`src/rtl/uart_reg_slave.sv`:
```
// UART-attached register-file slave: decodes write (addr|0x80, data) and read (addr)
// commands from an 8O1 serial stream and answers reads after a fixed turnaround.
module uart_reg_slave #(
  parameter int BR      = 434,
  parameter int TA_CYC  = 100,
  parameter int TO_BITS = 20,
  parameter int REG_NUM = 16
) (
  input  logic                 clk,
  input  logic                 rst_n,
  input  logic                 rx,
  output logic                 tx,
  output logic [REG_NUM*8-1:0] reg_out,
  output logic                 wr_pulse,
  output logic [6:0]           wr_addr,
  output logic                 par_err,
  output logic                 frm_err,
  output logic                 busy
);

  localparam int AW     = (REG_NUM > 1) ? $clog2(REG_NUM) : 1;
  localparam int TO_CYC = TO_BITS * BR;
  localparam int CMAX   = (TO_CYC > TA_CYC) ? ((TO_CYC > BR) ? TO_CYC : BR)
                                            : ((TA_CYC > BR) ? TA_CYC : BR);
  localparam int CW     = $clog2(CMAX + 1);

  localparam logic [8:0]    BR_M1      = 9'(BR - 1);
  localparam logic [8:0]    BR_HALF_M1 = 9'(BR / 2 - 1);
  localparam logic [CW-1:0] C_BR_M1    = CW'(BR - 1);
  localparam logic [CW-1:0] C_TA_M1    = CW'(TA_CYC - 1);
  localparam logic [CW-1:0] C_TO_M1    = CW'(TO_CYC - 1);

  typedef enum logic [2:0] {R_IDLE, R_START, R_DATA, R_PAR, R_STOP} rstate_t;
  typedef enum logic [2:0] {IDLE, GET_DATA, TURNAROUND, TX_START, TX_DATA, TX_PAR, TX_STOP} cstate_t;

  logic       r_rx_s1, r_rx_s2, r_rx_s3;
  rstate_t    r_rstate;
  logic [8:0] r_br_cnt;
  logic [2:0] r_rbit;
  logic [7:0] r_rshift;
  logic       r_rpar;
  logic       r_byte_vld;
  logic [7:0] r_byte;
  logic       w_par_ok;

  cstate_t       r_cstate;
  logic [CW-1:0] r_cnt;
  logic [6:0]    r_addr;
  logic [7:0]    r_tx_shift;
  logic          r_tx_par;
  logic [2:0]    r_tbit;
  logic [7:0]    r_regs [REG_NUM];
  logic          w_addr_ok;
  logic          w_rd_ok;
  logic [7:0]    w_rd_data;

  assign w_par_ok  = ^{r_rshift, r_rpar};
  assign w_addr_ok = int'(r_addr) < REG_NUM;
  assign w_rd_ok   = int'(r_byte[6:0]) < REG_NUM;

  always_comb begin
    w_rd_data = 8'h00;
    if (w_rd_ok) w_rd_data = r_regs[r_byte[AW-1:0]];
  end

  for (genvar k = 0; k < REG_NUM; k++) begin : g_flat
    assign reg_out[8*k +: 8] = r_regs[k];
  end

  // Receiver: synchronizer, edge detect, mid-bit sampling of start/data/parity/stop
  always_ff @(posedge clk or negedge rst_n) begin
    if (!rst_n) begin
      r_rx_s1    <= 1'b1;
      r_rx_s2    <= 1'b1;
      r_rx_s3    <= 1'b1;
      r_rstate   <= R_IDLE;
      r_br_cnt   <= '0;
      r_rbit     <= '0;
      r_rshift   <= '0;
      r_rpar     <= 1'b0;
      r_byte_vld <= 1'b0;
      r_byte     <= '0;
      par_err    <= 1'b0;
      frm_err    <= 1'b0;
    end else begin
      r_rx_s1    <= rx;
      r_rx_s2    <= r_rx_s1;
      r_rx_s3    <= r_rx_s2;
      r_byte_vld <= 1'b0;
      par_err    <= 1'b0;
      frm_err    <= 1'b0;
      case (r_rstate)
        R_IDLE: begin
          if (r_rx_s3 && !r_rx_s2) begin
            r_rstate <= R_START;
            r_br_cnt <= '0;
          end
        end
        R_START: begin
          if (r_br_cnt == BR_HALF_M1) begin
            r_br_cnt <= '0;
            r_rbit   <= '0;
            r_rstate <= r_rx_s2 ? R_IDLE : R_DATA;
          end else begin
            r_br_cnt <= r_br_cnt + 9'd1;
          end
        end
        R_DATA: begin
          if (r_br_cnt == BR_M1) begin
            r_br_cnt <= '0;
            r_rshift <= {r_rx_s2, r_rshift[7:1]};
            r_rbit   <= r_rbit + 3'd1;
            if (r_rbit == 3'd7) r_rstate <= R_PAR;
          end else begin
            r_br_cnt <= r_br_cnt + 9'd1;
          end
        end
        R_PAR: begin
          if (r_br_cnt == BR_M1) begin
            r_br_cnt <= '0;
            r_rpar   <= r_rx_s2;
            r_rstate <= R_STOP;
          end else begin
            r_br_cnt <= r_br_cnt + 9'd1;
          end
        end
        R_STOP: begin
          if (r_br_cnt == BR_M1) begin
            r_br_cnt <= '0;
            r_rstate <= R_IDLE;
            par_err  <= !w_par_ok;
            frm_err  <= !r_rx_s2;
            if (w_par_ok && r_rx_s2) begin
              r_byte_vld <= 1'b1;
              r_byte     <= r_rshift;
            end
          end else begin
            r_br_cnt <= r_br_cnt + 9'd1;
          end
        end
        default: r_rstate <= R_IDLE;
      endcase
    end
  end

  // Command decoder, register bank and read-response transmitter
  always_ff @(posedge clk or negedge rst_n) begin
    if (!rst_n) begin
      r_cstate   <= IDLE;
      r_cnt      <= '0;
      r_addr     <= '0;
      r_tx_shift <= '0;
      r_tx_par   <= 1'b0;
      r_tbit     <= '0;
      for (int k = 0; k < REG_NUM; k++) r_regs[k] <= 8'h00;
      tx         <= 1'b1;
      wr_pulse   <= 1'b0;
      wr_addr    <= '0;
      busy       <= 1'b0;
    end else begin
      wr_pulse <= 1'b0;
      case (r_cstate)
        IDLE: begin
          if (r_byte_vld) begin
            r_cnt <= '0;
            busy  <= 1'b1;
            if (r_byte[7]) begin
              r_addr   <= r_byte[6:0];
              r_cstate <= GET_DATA;
            end else begin
              // Snapshot now so nothing after acceptance can change the reply
              r_tx_shift <= w_rd_data;
              r_tx_par   <= ~^w_rd_data;
              r_cstate   <= TURNAROUND;
            end
          end
        end
        GET_DATA: begin
          if (r_byte_vld) begin
            if (w_addr_ok) begin
              r_regs[r_addr[AW-1:0]] <= r_byte;
              wr_pulse <= 1'b1;
              wr_addr  <= r_addr;
            end
            r_cstate <= IDLE;
            busy     <= 1'b0;
          end else if (par_err || frm_err || r_cnt == C_TO_M1) begin
            r_cstate <= IDLE;
            busy     <= 1'b0;
          end else begin
            r_cnt <= r_cnt + 1'b1;
          end
        end
        TURNAROUND: begin
          if (r_cnt == C_TA_M1) begin
            r_cnt    <= '0;
            tx       <= 1'b0;
            r_cstate <= TX_START;
          end else begin
            r_cnt <= r_cnt + 1'b1;
          end
        end
        TX_START: begin
          if (r_cnt == C_BR_M1) begin
            r_cnt      <= '0;
            tx         <= r_tx_shift[0];
            r_tx_shift <= {1'b0, r_tx_shift[7:1]};
            r_tbit     <= '0;
            r_cstate   <= TX_DATA;
          end else begin
            r_cnt <= r_cnt + 1'b1;
          end
        end
        TX_DATA: begin
          if (r_cnt == C_BR_M1) begin
            r_cnt <= '0;
            if (r_tbit == 3'd7) begin
              tx       <= r_tx_par;
              r_cstate <= TX_PAR;
            end else begin
              tx         <= r_tx_shift[0];
              r_tx_shift <= {1'b0, r_tx_shift[7:1]};
              r_tbit     <= r_tbit + 3'd1;
            end
          end else begin
            r_cnt <= r_cnt + 1'b1;
          end
        end
        TX_PAR: begin
          if (r_cnt == C_BR_M1) begin
            r_cnt    <= '0;
            tx       <= 1'b1;
            r_cstate <= TX_STOP;
          end else begin
            r_cnt <= r_cnt + 1'b1;
          end
        end
        TX_STOP: begin
          if (r_cnt == C_BR_M1) begin
            r_cnt    <= '0;
            r_cstate <= IDLE;
            busy     <= 1'b0;
          end else begin
            r_cnt <= r_cnt + 1'b1;
          end
        end
        default: begin
          r_cstate <= IDLE;
          busy     <= 1'b0;
          tx       <= 1'b1;
        end
      endcase
    end
  end

endmodule

```
`config.mk`:
```
export PLATFORM = sky130hd
export DESIGN_NAME = uart_reg_slave
export DESIGN_NICKNAME = d
export VERILOG_FILES = /design/src/rtl/uart_reg_slave.sv
export SDC_FILE = /design/constraint.sdc
export NUM_CORES = 1
export LEC_CHECK = 0
export CORE_UTILIZATION = 55
export CTS_BUF_LIST = sky130_fd_sc_hd__clkbuf_4 sky130_fd_sc_hd__clkbuf_8 sky130_fd_sc_hd__clkbuf_16
export DETAILED_ROUTE_END_ITERATION = 10
export HOLD_SLACK_MARGIN = 0.08
export PLACE_DENSITY = 0.89
export SYNTH_ARGS = -nofsm -noshare
export SYNTH_HDL_FRONTEND = slang
export SYNTH_SLANG_ARGS = --single-unit
```
`constraint.sdc`:
```
create_clock -name clk -period 2.95 [get_ports clk]
set_input_delay 0.59 -clock clk [delete_from_list [all_inputs] [get_ports clk]]
set_output_delay 0.59 -clock clk [all_outputs]
set_load 0.01 [all_outputs]
```
== Yosys cells after proc, flatten, opt, wreduce, memory -nomap -nowiden ==
Index checks and enable logic that the tools add are counted.

* Reductions and logical operators: 35
* Eq/ne operators: 35
* Mux-type cells: 69
* Bitwise gates (word level): 5
* Add/sub/neg operators: 4
* Magnitude comparators: 5

{| class="wikitable"
|+ Operators with widths
! kind !! number
|-
| bitwise mux 128 bit || 1
|-
| two-way mux 8 bit || 9
|-
| two-way mux 14 bit || 5
|-
| two-way mux 3 bit || 19
|-
| one-hot mux 14 bit (4 select lines) || 1
|-
| inequality test 2 bit, second input constant || 17
|-
| binary-select mux 8 bit (select 4 bit) || 1
|-
| demux 8 bit (select 4 bit) || 1
|-
| two-way mux 9 bit || 3
|-
| one-hot mux 9 bit (3 select lines) || 1
|-
| one-hot mux 8 bit (3 select lines) || 1
|-
| one-hot mux 3 bit (7 select lines) || 1
|-
| two-way mux 1 bit || 19
|-
| == test 3 bit, second input constant || 6
|-
| one-hot mux 3 bit (5 select lines) || 1
|-
| AND reduction 3 bit || 5
|-
| adder 14 x 1 -> 14 bit, second input constant || 1
|-
| == test 14 bit, second input constant || 1
|-
| == test 14 x 7 -> 1 bit, second input constant || 1
|-
| == test 14 x 9 -> 1 bit, second input constant || 1
|-
| < comparator 7 x 5 -> 1 bit, second input constant || 2
|-
| == test 3 x 2 -> 1 bit, second input constant || 4
|-
| one-hot mux 3 bit (2 select lines) || 2
|-
| AND reduction 4 bit || 3
|-
| other kinds (28) || 47
|}

* Input bits: 3
* Flip-flop bits (word level): 212
* Output and inout bits: 140
* Word-level logic and storage cells: 191

== Logic depth before layout (Yosys ltp) ==
* Depth after elaboration: 8
* Gate-level depth with buffers: 10
* Depth with buffers taken out: 9

== Worst setup path after synthesis ==
Ideal clock, no wire load.

* Path type: flip-flop to flip-flop
* Start point: reg r_byte[0]
* End point: reg r_tx_par
* Stages on the path, launching flop included: 8
* Path slack: 582 ps
* Path buffers: 1
* Period minus slack after synthesis: 2368 ps
* Required time: 2864 ps
* Arrival time: 2283 ps
* Cells stage by stage: dfrtp_1 buf_6 mux4_2 a22o_1 a211o_1 a211o_1 a211o_1 a32oi_1

* Cells in the longest elaborated chain, start to end: 6
* Elaborated cells between the ends (all ways): 7
* Classes of those cells: order compare: 1; mux: 4; bitwise: 1; reduce/logical: 1

{| class="wikitable"
|+ Ends and longest elaborated chain
! item !! RTL line !! text
|-
| start, declared || 43 || <nowiki>logic [7:0] r_byte;</nowiki>
|-
| start signal, assigned || 135 || <nowiki>r_byte <= r_rshift;</nowiki>
|-
| inverter 4 -> 5 bit (not written as such) || 63 || <nowiki>if (w_rd_ok) w_rd_data = r_regs[r_byte[AW-1:0]];</nowiki>
|-
| binary-select mux 8 bit (select 4 bit) || 63 ||
|-
| two-way mux 8 bit (not written as such) (2 in series) || 63 ||
|-
| two-way mux 8 bit * || 63 ||
|-
| XNOR reduction 8 bit * || 173 || <nowiki>r_tx_par <= ~^w_rd_data;</nowiki>
|-
| end signal, assigned || 173 ||
|-
| end, declared || 50 || <nowiki>logic r_tx_par;</nowiki>
|}

Every way passes the cells marked *; elsewhere a longest branch is shown, timed or not. The select of a mux whose other input is x is not followed.
A chain may end at the register's enable or synchronous reset.

== Worst setup path in the final report ==
Same ends and word-level chain as after synthesis.

==> metrics.yaml <==
yosys:
  syn_inst: 850
  synth_most_common_cell: "dfrtp_1"
  ys_types: 68
  netlist_area_um2: 10100
  synth_top_area_share_pct: 51.5
  synth_xor_area_share_pct: 0.954
  synth-compound-area-share_pct: 10.8
  synth_edf_count: 0
  synthSimpleGateAreaFrac_pct: 10.5
  synth_area_per_cell_um2: 11.9
  yosys-top-cells-area: "dfrtp_1 (52%), mux2_2 (14%), mux4_2 (3.8%), mux2i_1 (3.5%), nand2_1 (3.5%)"
  synthFlopType: "dfrtp_1"
  ys_seq_area_share_pct: 52.6
  syn_nets: 862
  async_flop_share_pct: 100
  synth_top_family_by_area: "multiplexers"
  ys_ff_latch: 212
  muxShareOfSynthArea_pct: 21.3
  synth_fa_ha_area_share_pct: 1.11
  synth_warnings: 0
  netlist_top_cells_count: "dfrtp_1 (208), mux2_2 (126), nand2_1 (93)"
  yosys.area.top_type: "dfrtp_1"
floorplan:
  dieArea_um2: 18900
  die_x_um: 138
  die_h_um: 138
  core-area_um2: 18000
  rows: 49
  start_util_pct: 56.2
  boundaryPins: 143
worst_hold_path:
  hold_path.class: "input port to async pin"
power:
  p_sw_mw: 1.29
  leakage_nw: 5.76
  p_comb_share_pct: 2.3
  switching_share_pct: 21.1
  powerDensity_nw_per_um2: 477
  internal_power_mw: 4.81
  power.total_mw: 6.09
  pwr-share-seq_pct: 48.2
  max-vdd-ir-drop_mv: 0.408
  clkPwrFrac_pct: 49.5
clock_network:
  cts_root_buf: "clkbuf_16"
  path_clk_slew_ns: 0.07
  cts_tree: "done"
  h-tree-depth: 1
  cts_buffer_depth: 3
  cts_made_buffers: 23
  clock_latency_ns: 0.51
  cts_sinks: 212
drt:
  drc_errors: 0
  dr.pass1.iters: 6
  top_layer: "met4"
  first_iter_violations: 838
  avgViaCountPerCell: 6.41
  met2_length_um: 13500
  ant_nets: 0
  drt-total-wl_um: 28200
  via_count: 8048
  wl_per_cell_um: 22.4
  m1WireLength_um: 11200
  dr_wl_met3_um: 2340
placement:
  place_congestion: 0.839
  place_ws_ns: 0.178
  dpl.hpwl_um: 18700
  port_buffers: 142
critical_path:
  r2r_slack_ns: 0.07
  worstPathRequired_ns: 3.37
  rr_startpoint: "r_byte[0]"
  slowest_stage: "dfrtp_4"
  critPathBufInv: 1
  path_cells: "buf_4, mux2i_1, a221oi_1, a21oi_1, a211oi_2, o211a_1, o211ai_1, a32oi_1"
  start_kind: "flip-flop"
  crit_family: "compound AO/OA/AOI/OAI gates"
  cp_slowest_stage_delay_ns: 0.59
  critPathMaxFanout: 14
  worst_setup_path_end_kind: "flip-flop"
  r2r_cells: 8
  r2r_end: "r_tx_par"
  critical_path_class: "flip-flop to flip-flop"
  crit_arrival_ns: 3.30
cells_and_area:
  layout-drive-gt1-share_pct: 23.7
  antenna_cells: 0
  area_delta_synth_final_pct: 26.4
  multi_input_area_um2: 4540
  fillers: 1144
  final_core_util_pct: 71.1
  regArea_um2: 5310
  num-nets-final: 1023
timing:
  setup_viol: 0
  tightest_slew_ns: 0.910
  hold_viol: 0
  max_freq_mhz: 348
  finalCritPeriodShare_pct: 97.5
  slew_headroom_pct: 39.3
  fin_skew_ns: 0.0173
  slew_viol_final: 0
  fin_ws_ns: 0.0723
  period_minus_slack_ns: 2.88
global_routing:
  grt_use_total_pct: 30.4
  grt_max_degree: 81
  overflow: 0
  grt_first_pass_wirelength_um: 43800
  grt_pass1_vias: 7918
  antenna_found_initial: 0
status:
  outcome: "completed"
job:
  cap_violations: 0
==> cells by family (layout without fill, tap and decap cells) <==
logic type,after synthesis,count (layout)
multiplexers,178,178
adder cells (fa/ha/maj),9,9
flip-flops,212,212
buffers and inverters,63,240
AO/OA/AOI/OAI,165,165
AND/OR/NAND/NOR,212,212
XOR/XNOR,11,11
==> sequential cells by signal, summed over array words and instances, names as in the netlist, 3 cells and up <==
signal	flops
r_rstate	3
r_rbit	3
reg_out	128
r_tx_shift	8
r_br_cnt	9
r_byte	8
r_rshift	8
r_cnt	14
wr_addr	7
r_cstate	3
r_addr	7
r_tbit	3
==> area by class of cell <==
type,instances,area share (%)
clock buffers,32,5.23
multi-input cells,575,35.6
well taps,229,2.24
clock inverters,9,0.990
inverters,16,0.470
repair buffers,183,13.9
flip-flops and latches,212,41.6
==> metal layers <==
| layer | vias up | global-route usage, % |
|---|---|---|
| met5 | - | 0 |
| met2 | 451 | 48.6 |
| met4 | 0 | 12.1 |
| met1 | 4049 | 40.7 |
| li1 | 3442 | - |
| met3 | 106 | 6.18 |
==> placed cells by master (no fill, tap or decap), types with 5 or more instances in the layout <==
cell type        count
nor3_1               7
nor2_1              24
nor3b_1              7
a22oi_1              8
clkbuf_4             5
mux2_2             126
nand4_1              5
nor2b_1             11
a221oi_1            14
clkbuf_8             5
inv_1               15
mux2i_1             35
a22o_1               8
nand2_1             93
a211o_1              5
dfrtp_1            207
buf_4               38
nand2b_1            10
and3_1               9
nand3_1             15
mux4_2              17
a21oi_1             13
o31ai_1              9
clkdlybuf4s50_1    141
ha_1                 9
o21ai_0             58
clkbuf_16           23
and2_1               9
xnor2_1              9
o21ai_1             11
==> per-stage QoR <==
stage	std cells	setup TNS [ns]	area [um^2]	hold slack, ns
floorplan	850	0	10100	0.294
global placement	1211	0	11900	0.357
detailed placement	1211	0	11900	0.359
CTS	1252	0	12700	0.147
global route	1256	-0.00511	12800	0.172
finish	1256	0	12800	0.127
==> what timing repair did <==
| item | 4_1_cts | 5_1_grt |
|---|---|---|
| cloned | 0 | 0 |
| endpoints found under the setup margin | 1 | 1 |
| buffers inserted | 0 | 4 |
| hold buffers | 0 | 0 |
| gates resized for setup | 1 | 4 |
==> how the worst max path moves through the flow <==
stage | startpoint | end | slack (ns) | cells after the start
2_1_floorplan | r_byte[0] | r_tx_par | 0.58 | 7
3_3_place_gp | r_byte[0] | r_tx_par | 0.28 | 8
3_5_place_dp | r_byte[0] | r_tx_par | 0.18 | 8
4_1_cts | r_byte[0] | r_tx_par | 0.07 | 8
5_1_grt | r_byte[0] | r_tx_par | -0.005 | 8
6_report | r_byte[0] | r_tx_par | 0.07 | 8
==> worst reg2reg max path: stages, from the launching register on <==
cell	delay, ns
dfrtp_4	0.59
buf_4	0.26
mux2i_1	0.15
a221oi_1	0.48
a21oi_1	0.22
a211oi_2	0.40
o211a_1	0.31
o211ai_1	0.14
a32oi_1	0.25
==> power by group through the flow <==
stage | sequential, mW | combinational (mW) | clock (mW)
after floorplan | 2.99 | 0.0516 | 0
after global placement | 2.99 | 0.136 | 0
after detailed placement | 2.99 | 0.139 | 0
after CTS | 2.94 | 0.143 | 3.04
after global routing | 2.94 | 0.162 | 3.14
final | 2.94 | 0.139 | 3.02
Power figures use the tool's default switching activity.
